$ cat src/rtl/pipeline_hazard_ctrl.sv
// rtl/pipeline_hazard_ctrl.sv - pipeline hazard controller: memory freeze, halt, branch flush, load-use stall
// Controls the pipeline with a five-state Mealy FSM and a saturating debug counter of stall cycles.
module pipeline_hazard_ctrl #(
   parameter int MEM_LAT = 3
) (
   input  logic        clk,
   input  logic        rst,
   input  logic        id_valid,
   input  logic        id_uses_rn,
   input  logic        id_uses_rm,
   input  logic [2:0]  id_rn,
   input  logic [2:0]  id_rm,
   input  logic        ex_valid,
   input  logic        ex_loads,
   input  logic        ex_writes,
   input  logic        ex_halt,
   input  logic        br_taken,
   input  logic [2:0]  ex_rd,
   input  logic        mem_req,
   output logic        freeze,
   output logic        stall_if,
   output logic        stall_id,
   output logic        bubble_ex,
   output logic        flush,
   output logic        mem_done,
   output logic        halted,
   output logic [2:0]  state,
   output logic [15:0] stall_cycles
);

   localparam logic [2:0] S_RUN      = 3'd0;
   localparam logic [2:0] S_MEM_WAIT = 3'd1;
   localparam logic [2:0] S_MEM_DONE = 3'd2;
   localparam logic [2:0] S_FLUSH    = 3'd3;
   localparam logic [2:0] S_HALTED   = 3'd4;
   localparam logic [3:0] LAT_M1     = 4'(MEM_LAT - 1);

   logic [2:0]  state_q, state_d;
   logic [3:0]  cnt_q, cnt_d;
   logic [15:0] stall_cycles_q, stall_cycles_d;
   logic        hazard;
   logic        start_mem;
   logic        do_halt;
   logic        do_branch;

   assign hazard = id_valid & ex_valid & ex_loads & ex_writes &
                   ((id_uses_rn & (id_rn == ex_rd)) | (id_uses_rm & (id_rm == ex_rd)));
   // MEM_DONE never restarts an access, so mem_req only counts in RUN.
   assign start_mem = (state_q == S_RUN) & mem_req;
   assign do_halt   = ex_valid & ex_halt;
   assign do_branch = ex_valid & br_taken;

   always_ff @(posedge clk) begin
      if (rst) begin
         state_q        <= S_RUN;
         cnt_q          <= 4'd0;
         stall_cycles_q <= 16'd0;
      end else begin
         state_q        <= state_d;
         cnt_q          <= cnt_d;
         stall_cycles_q <= stall_cycles_d;
      end
   end

   always_comb begin
      state_d = state_q;
      cnt_d   = cnt_q;
      case (state_q)
         S_RUN, S_MEM_DONE: begin
            if (start_mem) begin
               if (MEM_LAT > 1) begin
                  state_d = S_MEM_WAIT;
                  cnt_d   = LAT_M1;
               end else begin
                  state_d = S_MEM_DONE;
               end
            end else if (do_halt) begin
               state_d = S_HALTED;
            end else if (do_branch) begin
               state_d = S_FLUSH;
            end else begin
               state_d = S_RUN;
            end
         end
         S_MEM_WAIT: begin
            if (cnt_q <= 4'd1) begin
               state_d = S_MEM_DONE;
               cnt_d   = 4'd0;
            end else begin
               cnt_d = cnt_q - 4'd1;
            end
         end
         S_FLUSH:  state_d = S_RUN;
         S_HALTED: state_d = S_HALTED;
         default:  state_d = S_RUN;
      endcase
   end

   always_comb begin
      freeze    = 1'b0;
      stall_if  = 1'b0;
      stall_id  = 1'b0;
      bubble_ex = 1'b0;
      flush     = 1'b0;
      mem_done  = 1'b0;
      halted    = 1'b0;
      if (!rst) begin
         case (state_q)
            S_RUN, S_MEM_DONE: begin
               mem_done = (state_q == S_MEM_DONE);
               if (start_mem) begin
                  freeze   = 1'b1;
                  stall_if = 1'b1;
                  stall_id = 1'b1;
               end else if (do_halt) begin
                  stall_if  = 1'b1;
                  stall_id  = 1'b1;
                  bubble_ex = 1'b1;
               end else if (do_branch) begin
                  flush     = 1'b1;
                  bubble_ex = 1'b1;
               end else if (hazard) begin
                  stall_if  = 1'b1;
                  stall_id  = 1'b1;
                  bubble_ex = 1'b1;
               end
            end
            S_MEM_WAIT: begin
               freeze   = 1'b1;
               stall_if = 1'b1;
               stall_id = 1'b1;
            end
            S_FLUSH: begin
               flush     = 1'b1;
               bubble_ex = 1'b1;
            end
            S_HALTED: begin
               stall_if  = 1'b1;
               stall_id  = 1'b1;
               bubble_ex = 1'b1;
               halted    = 1'b1;
            end
            default: ;
         endcase
      end
   end

   always_comb begin
      stall_cycles_d = stall_cycles_q;
      if ((state_q != S_HALTED) && (freeze || stall_if) && (stall_cycles_q != 16'hFFFF))
         stall_cycles_d = stall_cycles_q + 16'd1;
   end

   assign state        = state_q;
   assign stall_cycles = stall_cycles_q;

endmodule

$ cat config.mk
export PLATFORM = sky130hd
export DESIGN_NAME = pipeline_hazard_ctrl
export DESIGN_NICKNAME = d
export VERILOG_FILES = /design/src/rtl/pipeline_hazard_ctrl.sv
export SDC_FILE = /design/constraint.sdc
export NUM_CORES = 1
export LEC_CHECK = 0
export ABC_AREA = 1
export CORE_MARGIN = 5
export CORE_UTILIZATION = 45
export DETAILED_ROUTE_END_ITERATION = 8
export GPL_TIMING_DRIVEN = 0
export PLACE_DENSITY = 0.76
export SYNTH_ARGS = -nofsm -noshare
export SYNTH_HDL_FRONTEND = slang
export SYNTH_SLANG_ARGS = --single-unit
$ cat constraint.sdc
create_clock -name clk -period 5.05 [get_ports clk]
set_input_delay 1.515 -clock clk [delete_from_list [all_inputs] [get_ports clk]]
set_output_delay 1.515 -clock clk [all_outputs]
set_load 0.05 [all_outputs]
==> tab_implementation.tex <==
\begin{tabular}{lr}
\hline
Metric & Value \\
\hline
\multicolumn{2}{l}{\textbf{Status}} \\
Outcome & finished, final reports clean \\
\multicolumn{2}{l}{\textbf{Global routing}} \\
Global-route wire length before repair & 6913 µm \\
Global Route Usage Sum & 16.53\% \\
Gr ovfl total & 0 \\
Antenna violations before repair & 0 \\
Largest net degree at the start of global routing & 14 \\
Via count of the first global-routing pass & 1539 \\
\multicolumn{2}{l}{\textbf{Timing}} \\
Relative slew slack & 65.49\% \\
Measured slew at the worst slew-check pin & 0.5167 ns \\
Min Hold Slack & 0.4994 ns \\
Count of final setup violators & 0 \\
Crit path setup slack, layout & 0.1432 ns \\
Maximum achievable frequency & 203.8 MHz \\
Max-slew violation count & 0 \\
RSZ-0062 raised after global routing & false \\
Post-route fraction of the period consumed by the critical path & 97.16\% \\
Total count of hold-check failures in the final report & 0 \\
Setup skew after layout & 0.003065 ns \\
Min Clock Period, post-route & 4.907 ns \\
\multicolumn{2}{l}{\textbf{CTS}} \\
CTS max path bufs & 2 \\
Hold-fix buffers, CTS & 0 \\
Sink count of the clock tree & 23 \\
Total CTS buffers & 3 \\
Post CTS Setup Buffer Count & 0 \\
Clock tree root buffer cell & sky130\_fd\_sc\_hd\_\_clkbuf\_8 \\
Clock Pin Slew Worst Setup and Hold Paths & 0.08 ns \\
CTS-repair resized insts & 2 \\
H-tree lvl count & 1 \\
Clock tree from TritonCTS & yes \\
Worst-Skew Late Latency & 0.26 ns \\
\multicolumn{2}{l}{\textbf{Synthesis}} \\
Simple-gate area share of the yosys netlist & 42.53\% \\
Post-synthesis instance total & 251 \\
Yosys warns & 0 \\
Count of cell types in the netlist & 32 \\
Dominant synthesized flop cell & sky130\_fd\_sc\_hd\_\_dfxtp\_1 \\
Synthesized cell area & 1650 µm² \\
Post-synthesis area per instance & 6.575 µm² \\
Share of synthesized registers carrying an async set or reset & 0\% \\
Number of enable-type register cells in the synthesized netlist & 0 \\
Compound-cell area share of the yosys netlist & 11.60\% \\
Syn\_nets & 274 \\
Dominant combinational cell family by area after synthesis & simple AND/OR/NAND/NOR gates \\
Share of synthesized cell area in full adder, half adder and majority cells & 2.274\% \\
Xor and xnor fraction of the mapped netlist area & 5.838\% \\
Sequential element share of the synthesized area & 27.90\% \\
Multiplexer fraction of the synthesized cell area & 0\% \\
Flops \& latches, synth & 23 \\
\multicolumn{2}{l}{\textbf{Pwr}} \\
Pwr dens & 241.5 nW/µm² \\
Static Leakage & 0.8810 nW \\
Maximum vdd drop & 265.8 µV \\
\multicolumn{2}{l}{\textbf{Worst setup path}} \\
Required time of the worst setup path & 3.54 ns \\
Slack of the worst reg-to-reg path & 3.30 ns \\
Arrival time at the worst endpoint & 3.39 ns \\
Path type of the worst setup path & in2out \\
Worst Setup EP & flush \\
Endpoint of the worst register-to-register path & stall\_cycles[7] \\
Crit path launch type & primary input \\
Origin of the critical flop-to-flop path & state[0] \\
Maximum fanout along the worst path & 4 \\
Worst setup path start & ex\_valid \\
Register-to-Register Path Depth & 7 \\
Crit. End Element & output port \\
\multicolumn{2}{l}{\textbf{Floorplanning}} \\
Effective utilization at floorplan & 45.77\% \\
Top-level port count & 46 \\
Die extent in x & 70.56 µm \\
Die outline area & 4979 µm² \\
Area inside the core boundary & 3606 µm² \\
Height of the die & 70.56 µm \\
Number of rows created at floorplan & 22 \\
\multicolumn{2}{l}{\textbf{Placement}} \\
Dpl hpwl & 3179 µm \\
Count of buffers inserted at the top-level ports & 44 \\
Pre-CTS worst setup slack & -0.1018 ns \\
Placer congestion estimate & 0.9112 \\
Cell area after placement & 2151 µm² \\
\multicolumn{2}{l}{\textbf{Drt}} \\
Initial DRT Pass Iterations & 4 \\
Final Routed Wirelength & 4178 µm \\
Via count & 1758 \\
Wirelength per Cell & 12.04 µm \\
Iter 0 DRT Violations & 95 \\
Count of antenna-violating nets left after detailed routing & 0 \\
Via-per-instance ratio & 5.066 \\
DRC violation count after routing & 0 \\
\multicolumn{2}{l}{\textbf{Layout}} \\
Most frequent cells in the layout & sky130\_fd\_sc\_hd\_\_nand2\_1 (68), sky130\_fd\_sc\_hd\_\_clkdlybuf4s50\_1 (41), sky130\_fd\_sc\_hd\_\_inv\_1 (26), sky130\_fd\_sc\_hd\_\_nor2\_1 (26), sky130\_fd\_sc\_hd\_\_dfxtp\_1 (23) \\
Most frequent standard cell in the layout excluding fill and tap cells & sky130\_fd\_sc\_hd\_\_nand2\_1 \\
Proportion of layout cells with a drive suffix above 1 & 10.37\% \\
Nets@finish & 323 \\
Final core utilization & 60.93\% \\
Area growth from synthesis to layout & 33.13\% \\
Post-route cell area & 2197 µm² \\
Ant. Diodes & 0 \\
\multicolumn{2}{l}{\textbf{Min path}} \\
Hold Path Stages & 2 \\
Worst Hold Class & reg2reg \\
\multicolumn{2}{l}{\textbf{Flow run}} \\
Max-cap viol count & 0 \\
\hline
\end{tabular}
==> per-stage QoR <==
stage	instances	TNS, ns	power, mW
after global placement	343	-0.1078	0.4187
after floorplan	251	0	0.3576
final	347	0	0.5305
after detailed placement	343	-0.1280	0.4203
after CTS	347	0	0.5359
after global routing	347	0	0.5636
==> logic make-up (layout without fill, tap and decap cells) <==
logic type               Yosys count  after routing
flip-flops                        23             23
XOR/XNOR                          11             11
buffers and inverters             37             85
AO/OA/AOI/OAI                     32             32
adder cells (fa/ha/maj)            3              3
AND/OR/NAND/NOR                  145            145
==> metal layers <==
layer | share of wire, % | GRT usage, % | wire length (µm) | up-vias
met5 | 0 | 0 | 0 | -
met4 | 0.84 | 3.758 | 35 | 0
met3 | 5.6 | 3.693 | 235 | 2
met2 | 45 | 26.61 | 1871 | 46
met1 | 49 | 22.73 | 2036 | 794
li1 | - | - | - | 916
==> cells in the mapped netlist, drive strengths merged, types with 3 or more instances <==
| master | instances | area, µm² |
|---|---|---|
| nand4 | 19 | 118.9 |
| ha | 3 | 37.54 |
| o21ai | 5 | 25.02 |
| inv | 29 | 108.9 |
| nand2 | 74 | 302.8 |
| nor2 | 32 | 140.1 |
| buf | 5 | 42.53 |
| nor3 | 7 | 51.30 |
| nand3 | 12 | 82.58 |
| a21oi | 21 | 105.1 |
| xnor2 | 4 | 35.03 |
| dfxtp | 23 | 460.4 |
| clkbuf | 3 | 11.26 |
| xor2 | 7 | 61.31 |
==> worst min path at each step <==
stage | start | end | slack [ns]
finish | cnt_q[3] | cnt_q[3] | 0.50
global route | cnt_q[3] | cnt_q[3] | 0.52
CTS | stall_cycles[8] | stall_cycles[8] | 0.50
detailed placement | stall_cycles[8] | stall_cycles[8] | 0.48
global placement | cnt_q[3] | cnt_q[3] | 0.48
floorplan | cnt_q[3] | cnt_q[3] | 0.47
==> power by group <==
part	switching [mW]	internal (mW)
sequential	0.00978	0.192
clock	0.0605	0.0551
combinational	0.137	0.0762
==> worst max-delay path: stages <==
cell and delay, ns:
sky130_fd_sc_hd__clkdlybuf4s50_1 0.53, sky130_fd_sc_hd__nand2_1 0.11, sky130_fd_sc_hd__nor2_1 0.14, sky130_fd_sc_hd__nand3_1 0.12
sky130_fd_sc_hd__a21oi_1 0.15, sky130_fd_sc_hd__clkdlybuf4s50_1 0.82
==> sequential cells by signal, indices dropped and copies added, names as in the netlist <==
| register | cells |
|---|---|
| stall_cycles | 16 |
| state | 3 |
| cnt_q | 4 |
==> final cells by class <==
class,instances,area [µm²]
well taps,48,60.06
clock inverters,1,5.005
plain buffers,8,53.80
inverters,29,108.9
clock buffers,3,41.29
multi-input cells,191,1027
fillers,328,1409
flip-flops and latches,23,460.4
repair buffers,44,440.4
No activity file was read; power rests on OpenSTA's default activity.
